## src/rtl/rom_load_ctrl.sv

```systemverilog
// HPS ROM download controller: routes download bytes to CPU/GFX/SND regions and sequences core reset.
// Optional checksum check is enabled by defining ROM_CHECKSUM_EN.
module rom_load_ctrl #(
    parameter logic [17:0] ROM_BYTES     = 18'h14000,
    parameter logic [16:0] CPU_END       = 17'h0C000,
    parameter logic [16:0] GFX_END       = 17'h13000,
    parameter int unsigned SETTLE_CYCLES = 16,
    parameter logic [7:0]  ROM_SUM       = 8'h00
) (
    input  logic        clk_sys,
    input  logic        reset_n,
    input  logic        ioctl_download,
    input  logic        ioctl_wr,
    input  logic [16:0] ioctl_addr,
    input  logic [7:0]  ioctl_dout,
    input  logic        user_reset,
    output logic        cpu_wr,
    output logic        gfx_wr,
    output logic        snd_wr,
    output logic [16:0] wr_addr,
    output logic [7:0]  wr_data,
    output logic        core_reset,
    output logic        load_ok,
    output logic        load_err,
    output logic [7:0]  chk_sum
);

    typedef enum logic [2:0] {
        S_IDLE,
        S_LOAD,
        S_SETTLE,
        S_RUN,
        S_ERROR
    } state_t;

    state_t      state, state_next;
    logic        dl_q;
    logic        dl_rise;
    logic        in_range;
    logic        accept;
    logic        reject;
    logic        load_entry;
    logic        sum_ok;
    logic [17:0] byte_cnt, cnt_next;
    logic        overflow, ovf_next;
    logic [7:0]  settle_cnt;
    logic        sel_cpu, sel_gfx, sel_snd;
    logic [16:0] rel_addr;

    assign dl_rise    = ioctl_download & ~dl_q;
    assign in_range   = ({1'b0, ioctl_addr} < ROM_BYTES);
    assign accept     = (state == S_LOAD) & ioctl_wr & in_range;
    assign reject     = (state == S_LOAD) & ioctl_wr & ~in_range;
    assign load_entry = (state_next == S_LOAD) && (state != S_LOAD);

    // The write sampled with the download fall is folded in before the end-of-load verdict.
    always_comb begin
        cnt_next = byte_cnt;
        if (accept && (byte_cnt != '1))
            cnt_next = byte_cnt + 18'd1;
        ovf_next = overflow | reject;
    end

    always_comb begin
        sel_cpu  = 1'b0;
        sel_gfx  = 1'b0;
        sel_snd  = 1'b0;
        rel_addr = ioctl_addr;
        if (ioctl_addr < CPU_END) begin
            sel_cpu = 1'b1;
        end else if (ioctl_addr < GFX_END) begin
            sel_gfx  = 1'b1;
            rel_addr = ioctl_addr - CPU_END;
        end else begin
            sel_snd  = 1'b1;
            rel_addr = ioctl_addr - GFX_END;
        end
    end

`ifdef ROM_CHECKSUM_EN
    logic [7:0] sum_q, sum_next;

    assign sum_next = accept ? (sum_q + ioctl_dout) : sum_q;
    assign sum_ok   = (sum_next == ROM_SUM);
    assign chk_sum  = sum_q;

    always_ff @(posedge clk_sys or negedge reset_n) begin
        if (!reset_n)
            sum_q <= '0;
        else if (load_entry)
            sum_q <= '0;
        else
            sum_q <= sum_next;
    end
`else
    logic unused_rom_sum;

    assign unused_rom_sum = ^ROM_SUM;
    assign sum_ok         = 1'b1;
    assign chk_sum        = '0;
`endif

    always_comb begin
        state_next = state;
        case (state)
            S_IDLE: begin
                if (dl_rise)
                    state_next = S_LOAD;
            end
            S_LOAD: begin
                if (!ioctl_download) begin
                    if ((cnt_next == ROM_BYTES) && !ovf_next && sum_ok)
                        state_next = S_SETTLE;
                    else
                        state_next = S_ERROR;
                end
            end
            S_SETTLE: begin
                if (dl_rise)
                    state_next = S_LOAD;
                else if (settle_cnt <= 8'd1)
                    state_next = S_RUN;
            end
            S_RUN: begin
                if (dl_rise)
                    state_next = S_LOAD;
                else if (user_reset)
                    state_next = S_SETTLE;
            end
            S_ERROR: begin
                if (dl_rise)
                    state_next = S_LOAD;
            end
            default: state_next = S_IDLE;
        endcase
    end

    // dl_q resets high so a download held across reset is not mistaken for a new one.
    always_ff @(posedge clk_sys or negedge reset_n) begin
        if (!reset_n) begin
            state <= S_IDLE;
            dl_q  <= 1'b1;
        end else begin
            state <= state_next;
            dl_q  <= ioctl_download;
        end
    end

    always_ff @(posedge clk_sys or negedge reset_n) begin
        if (!reset_n) begin
            byte_cnt   <= '0;
            overflow   <= 1'b0;
            settle_cnt <= '0;
        end else begin
            if (load_entry) begin
                byte_cnt <= '0;
                overflow <= 1'b0;
            end else begin
                byte_cnt <= cnt_next;
                overflow <= ovf_next;
            end
            if ((state_next == S_SETTLE) && (state != S_SETTLE))
                settle_cnt <= 8'(SETTLE_CYCLES);
            else if ((state == S_SETTLE) && (settle_cnt != '0))
                settle_cnt <= settle_cnt - 8'd1;
        end
    end

    always_ff @(posedge clk_sys or negedge reset_n) begin
        if (!reset_n) begin
            cpu_wr     <= 1'b0;
            gfx_wr     <= 1'b0;
            snd_wr     <= 1'b0;
            wr_addr    <= '0;
            wr_data    <= '0;
            core_reset <= 1'b1;
            load_ok    <= 1'b0;
            load_err   <= 1'b0;
        end else begin
            cpu_wr     <= accept & sel_cpu;
            gfx_wr     <= accept & sel_gfx;
            snd_wr     <= accept & sel_snd;
            core_reset <= (state != S_RUN);
            if (accept) begin
                wr_addr <= rel_addr;
                wr_data <= ioctl_dout;
            end
            if (load_entry) begin
                load_ok  <= 1'b0;
                load_err <= 1'b0;
            end else if (state == S_LOAD) begin
                if (state_next == S_SETTLE)
                    load_ok <= 1'b1;
                if (state_next == S_ERROR)
                    load_err <= 1'b1;
            end
        end
    end

endmodule
```

## config.mk

```make
export PLATFORM = sky130hd
export DESIGN_NAME = rom_load_ctrl
export DESIGN_NICKNAME = d
export VERILOG_FILES = /design/src/rtl/rom_load_ctrl.sv
export SDC_FILE = /design/constraint.sdc
export NUM_CORES = 1
export LEC_CHECK = 0
export ABC_AREA = 1
export BUFFER_PORTS_ARGS = -buffer_cell sky130_fd_sc_hd__buf_2
export CAP_MARGIN = 20
export CORE_UTILIZATION = 35
export DETAILED_ROUTE_END_ITERATION = 8
export GPL_ROUTABILITY_DRIVEN = 0
export MAX_ROUTING_LAYER = met4
export SETUP_SLACK_MARGIN = 0.15
export SLEW_MARGIN = 25
export SYNTH_ARGS = -nofsm -noshare
export SYNTH_HDL_FRONTEND = slang
export SYNTH_SLANG_ARGS = --single-unit
```

## constraint.sdc

```tcl
create_clock -name clk_sys -period 2.2 [get_ports clk_sys]
set_clock_uncertainty 0.15 [all_clocks]
set_input_delay 0.55 -clock clk_sys [delete_from_list [all_inputs] [get_ports clk_sys]]
set_output_delay 0.55 -clock clk_sys [all_outputs]
set_load 0.03 [all_outputs]
```

Word-level counts from Yosys, hierarchy flattened
Index checks and enable logic that the tools add are counted.

Add/sub/neg operators: 4. $mul: 0. Div/mod/pow operators: 0. $lt $le $gt $ge: 4. Equal/unequal tests: 12. Shift-type cells: 0. Multiplexer cells: 26. Bitwise logic cells: 10. Reduce and logical (&&, ||, !) cells: 15.

Operator list (count): $mux 18 (2); $lt 17x17->1 const B (2); $mux 17 (2); $mux 3 (7); $add 18x1->18 const B (1); $eq 18x17->1 const B (1); $ne 18x18->1 const B (1); $lt 17x16->1 const B (1); $sub 17x16->17 const B (1); $sub 17x17->17 const B (1); $mux 8 (2); $mux 1 (12); $pmux 3 s4 (1); $eq 3x2->1 const B (3); $le 8x1->1 const B (1); $reduce_bool 2->1 (4); $reduce_bool 8->1 (1); $sub 8x1->8 const B (1); $and 1x1->1 (7); $eq 3x1->1 const B (2); $eq 3x3->1 const B (2); $ne 3x2->1 const B (2); $logic_and 1x1->1 (5); $reduce_and 2->1 (2); other kinds (6) (7).

Register bits after elaboration: 62. Bits in latches: 0. Bits in writable memories: 0. ROM bits: 0. Input port bits: 30. Logic and storage cells: 84. Memories kept: 0.

Longest topological paths before layout
Word-level depth: 14. Gate-level depth with buffers: 17. Mapped depth without buffers: 17.

Worst setup path before layout
OpenSTA, ideal clock, no wires.

Kind: input to register. Start point: input port ioctl_addr[15]. End point: register settle_cnt[0]. Data arrival time: 1982 ps. Data required time: 1937 ps. Setup slack: -46 ps. Stages: 15. Path buffers: 1. Cells stage by stage: o21ai_2 > inv_1 > nor2_4 > nand2_2 > buf_6 > nand2_1 > nand2_1 > nor2_1 > nand3_1 > nor2_2 > nand3_2 > nand2_2 > nand3_4 > nand2_1 > inv_1.

Cells in the longest elaborated chain, start to end: 12. Elaborated cells between the ends (all ways): 17. Classes of those cells: order compare: 1; eq/ne: 2; mux: 5; bitwise: 4; reduce/logical: 5.

Ends and longest elaborated chain: start: declaration (line 14) `input logic [16:0] ioctl_addr,`; $lt 17x17->1 (*) (line 51) `assign in_range = ({1'b0, ioctl_addr} < ROM_BYTES);`; $and 1x1->1 / $not 1->1 (equally long branches) (line 52, 53); $logic_and 1x1->1 / $and 1x1->1 (equally long branches) (line 59, 53); $mux 18 / $or 1x1->1 (equally long branches) (line 59, 61); $eq 18x17->1 / $logic_not 1->1 (equally long branches) (line 112) `if ((cnt_next == ROM_BYTES) && !ovf_next && sum_ok)`; $logic_and 1x1->1 (*) (line 112); $mux 3 (*) (line 112); $mux 3 (*) (line 111) `if (!ioctl_download) begin`; $pmux 3 s4 (*) (line 105) `case (state)`; named net state_next[1] (line 36) `state_t state, state_next;`; $eq 3x2->1 (*) (line 162) `if ((state_next == S_SETTLE) && (state != S_SETTLE))`; $logic_and 1x1->1 (*) (line 162); $mux 8 / $reduce_bool 2->1 (equally long branches); end signal: assignment (line 163) `settle_cnt <= 8'(SETTLE_CYCLES);`; end signal: assignment (line 165) `settle_cnt <= settle_cnt - 8'd1;`; end: declaration (line 46) `logic [7:0] settle_cnt;`.

The timed path passes the listed nets; every way through them passes the cells marked *. A chain may end at the register's enable or synchronous reset.

Worst setup path after layout
Start point: register byte_cnt[1]. End point: register settle_cnt[1].

Cells in the longest elaborated chain, start to end: 11. Elaborated cells between the ends (all ways): 13. Classes of those cells: add/sub: 1; eq/ne: 3; mux: 5; reduce/logical: 4.

Ends and longest elaborated chain: start: declaration (line 44) `logic [17:0] byte_cnt, cnt_next;`; start signal: assignment (line 159) `byte_cnt <= cnt_next;`; branches (longest 2 deep; another with $add 18x1->18); $mux 18 (*) (line 59) `if (accept && (byte_cnt != '1))`; $eq 18x17->1 (*) (line 112); $logic_and 1x1->1 (*) (line 112); $mux 3 (*) (line 112); $mux 3 (*) (line 111); $pmux 3 s4 (*) (line 105); named net state_next[1] (line 36); $eq 3x2->1 (*) (line 162); $logic_and 1x1->1 (*) (line 162); $mux 8 / $reduce_bool 2->1 (equally long branches).

Mark *: on every way through the listed nets, which the timed path passes.

==> results.py <==
metrics = {
    "run_status": {
        "status": "finished with violations",
        "violations": "negative setup slack",
    },
    "worst_setup_path": {
        "setup.worst_path.class": "reg2reg",
        "r2r-start": "byte_cnt[1]$_DFF_PN0_",
        "cp_top_family": "simple AND/OR/NAND/NOR gates",
        "critPathLaunchType": "flop",
        "worstPathArrival_ns": 2.46,
        "critPathSlowestCell": "dfrtp_1",
        "r2r_end": "settle_cnt[1]$_DFFE_PN0P_",
        "crit_start": "byte_cnt[1]$_DFF_PN0_",
        "critPathMaxFanout": 11,
        "cp-end-kind": "flop",
        "critical_path_buf_inv_count": 2,
        "reg2reg_depth": 15,
        "required_ns": 2.29,
        "reg2reg_slack_ns": -0.17,
        "max_stage_delay_ns": 0.39,
        "path_cells": "ha_4 -> nand3_4 -> nor2_4 -> nand3_4 -> buf_8 -> nand3_1 -> nand2_1 -> nand2_1 -> nand3b_1 -> nor2_2 -> nand3_2 -> nand2_2 -> nand3_4 -> nand2_1 -> inv_1",
    },
    "pwr": {
        "seq_power_share_pct": 38.2,
        "p_leak_nw": 2.70,
        "swShare_pct": 38.5,
        "switchingPower_w": 0.00159,
        "ir_worst_vdd_mv": 0.765,
        "clockPowerShare_pct": 28.1,
        "p_int_w": 0.00254,
        "combinationalPowerShare_pct": 33.7,
        "power.density_nw_per_um2": 854,
    },
    "layout": {
        "finalNonFillerCells": 742,
        "nNetsFinal": 645,
        "final_core_util_pct": 51.6,
        "area_growth_syn_to_layout_pct": 40.7,
        "final_layout_size_suffix_gt1_share_pct": 33.4,
        "n_antenna_cell": 0,
    },
    "min_path": {
        "hold_depth": 1,
        "hp-class": "in2reg",
        "hold_start": "ioctl_download",
        "worstHoldEndpoint": "dl_q$_DFF_PN1_",
    },
    "clock_tree": {
        "clk_pin_slew_worst_paths_ns": 0.08,
        "insertion_delay_ns": 0.34,
        "cts_root_buf": "clkbuf_8",
        "cts_tree": "built",
        "clock_sinks": 62,
        "clk_path_buf_depth": 2,
        "htree_num_levels": 3,
        "cts_buffers": 9,
    },
    "place": {
        "io_buffer_count": 60,
        "place_ws_ns": -0.464,
        "hpwl_mm": 6.57,
        "placedCellCount": 718,
    },
    "die": {
        "initial_core_util_pct": 36.6,
        "die_h_um": 101,
        "coreArea_um2": 9370,
        "die_w_um": 101,
        "core.rowCount": 35,
        "die_area_um2": 10200,
        "ios": 69,
    },
    "drt": {
        "via_per_inst": 4.48,
        "detailedRoute.firstIterationViolations": 205,
        "detail-route-antenna-nets": 0,
        "drc_errors": 0,
        "dr.pass1.iters": 5,
        "vias": 3324,
        "wirelength_mm": 8.88,
        "avgRoutedWirePerCell_um": 12.0,
    },
    "job": {
        "drv_cap": 0,
    },
    "global_routing": {
        "grt_first_pass_wirelength_mm": 15.0,
        "gr-total-overflow": 0,
        "first_global_vias": 3275,
        "antenna_found_initial": 0,
        "grt_util_all_layers_pct": 19.4,
        "grt_max_degree": 33,
    },
    "timing": {
        "hold_viol": 0,
        "layout_min_cycle_time_ns": 2.37,
        "rsz0062_at_grt": "true",
        "setup_viol": 9,
        "slew_viol_final": 0,
        "period_share_pct": 108,
        "whs_ns": 0.187,
        "setup_ws_ns": -0.166,
        "fin_setup_tns_ns": -1.25,
        "timing.fmax_mhz": 423,
    },
    "synthesis": {
        "ys_ff_latch": 62,
        "syn_inst": 464,
        "synthesis.area_um2": 3430,
        "avgSynthCellArea_um2": 7.40,
        "ys_seq_area_share_pct": 45.2,
        "ys_types": 32,
        "yosys_warnings": 0,
    },
}
[worst register-to-register path, stage by stage (launching register included)]
cell	delay (ns)
dfrtp_1	0.39
ha_4	0.17
nand3_4	0.11
nor2_4	0.16
nand3_4	0.12
buf_8	0.16
nand3_1	0.06
nand2_1	0.05
nand2_1	0.15
nand3b_1	0.15
nor2_2	0.15
nand3_2	0.11
nand2_2	0.10
nand3_4	0.11
nand2_1	0.10
inv_1	0.04
[cells by family after synthesis]
logic type / synth area share, %
other cells: 0.109
simple gates: 34.1
fa+ha+maj: 2.55
buf+inv: 10.7
compound gates: 3.90
xor+xnor: 3.32
flops: 45.2
[power by group through the flow]
stage,clock network (W),registers (W),logic [W]
2_1_floorplan,0,0.00207,0.000413
3_3_place_gp,0,0.00158,0.00135
3_5_place_dp,0,0.00158,0.00136
4_1_cts,0.00119,0.00157,0.00138
5_1_grt,0.00123,0.00161,0.00152
6_report,0.00116,0.00157,0.00139
[area by class of cell]
cell class	instances	area, µm²
clock buffers	10	138
inverters	64	243
clock inverters	6	92.6
repair buffers	144	961
flip-flops and latches	62	1550
well taps	129	161
multi-input cells	327	1680
fillers	926	4540
[cells in the final DEF, fill, tap and decap left out, types with 5 or more instances in the layout]
cell type and n:
inv_2 5, buf_2 60, nor2_2 11, nor2_4 5, xnor2_1 6, nand2_2 8, a21oi_1 9, nor3_1 5
clkbuf_8 10, dfrtp_1 60, o21ai_0 9, nand3b_1 6, nor2_1 33, ha_1 6, xor2_1 7, nand4_1 8
buf_4 79, inv_1 58, nand3_1 22, nand2_1 165, conb_1 8
[cell usage after synthesis]
library cell | count | area (µm²)
nor2_2 | 3 | 18.8
nand4_1 | 8 | 50.1
nand3b_1 | 6 | 45.0
a21boi_0 | 1 | 7.51
o21ai_2 | 1 | 8.76
a31oi_1 | 1 | 6.26
nand3_1 | 26 | 130
xor2_1 | 7 | 61.3
o21ai_0 | 10 | 50.1
buf_1 | 2 | 7.51
nand3_4 | 1 | 17.5
nor2_4 | 1 | 11.3
dfstp_2 | 2 | 52.6
xnor2_1 | 6 | 52.6
inv_1 | 63 | 236
nand3_2 | 3 | 30.0
inv_2 | 1 | 3.75
nand2_1 | 172 | 646
buf_4 | 8 | 60.1
nor3_1 | 6 | 30.0
dfrtp_1 | 60 | 1500
buf_6 | 4 | 45.0
a21oi_1 | 9 | 45.0
o31ai_1 | 1 | 7.51
o2111ai_1 | 1 | 8.76
conb_1 | 1 | 3.75
ha_1 | 7 | 87.6
clkbuf_1 | 3 | 11.3
or2_2 | 1 | 6.26
buf_2 | 1 | 5.00
nand2_2 | 3 | 18.8
nor2_1 | 45 | 169
[metal layers]
layer | track usage (%) | up-vias | routed length, µm
li1 | - | 1690 | -
met1 | 25.1 | 1508 | 4110
met2 | 30.1 | 103 | 4090
met3 | 3.88 | 23 | 474
met4 | 6.91 | 0 | 203
met5 | - | - | 0
[worst max path at each step]
stage,depth (start not counted),slack [ns],endpoint
floorplan,15,0.03,settle_cnt[1]$_DFFE_PN0P_
global route,15,-0.35,settle_cnt[5]$_DFFE_PN0P_
CTS,14,-0.16,settle_cnt[1]$_DFFE_PN0P_
finish,15,-0.17,settle_cnt[1]$_DFFE_PN0P_
global placement,17,-0.34,settle_cnt[2]$_DFFE_PN0P_
detailed placement,14,-0.46,settle_cnt[1]$_DFFE_PN0P_
[flip-flops by register name, indices dropped and copies added, names as in the netlist]
signal / flops
core_reset: 1
settle_cnt: 8
load_err: 1
load_ok: 1
gfx_wr: 1
cpu_wr: 1
wr_addr: 17
wr_data: 8
dl_q: 1
snd_wr: 1
byte_cnt: 18
state: 3
overflow: 1
[through the flow]
step                      total power (W)  instance area [µm²]
after floorplan                   0.00248                 3480
after global placement            0.00293                 4400
after CTS                         0.00414                 4730
after global routing              0.00436                 4830
final                             0.00412                 4830
after detailed placement          0.00294                 4400
[timing repair]
action	4_1_cts	5_1_grt
gates resized for setup	17	24
hold endpoints to repair	1	0
endpoints found under the setup margin	21	31
pin swaps	7	5
buffers inserted	4	3
hold buffers	1	0
(Power assumes the default switching activity.)
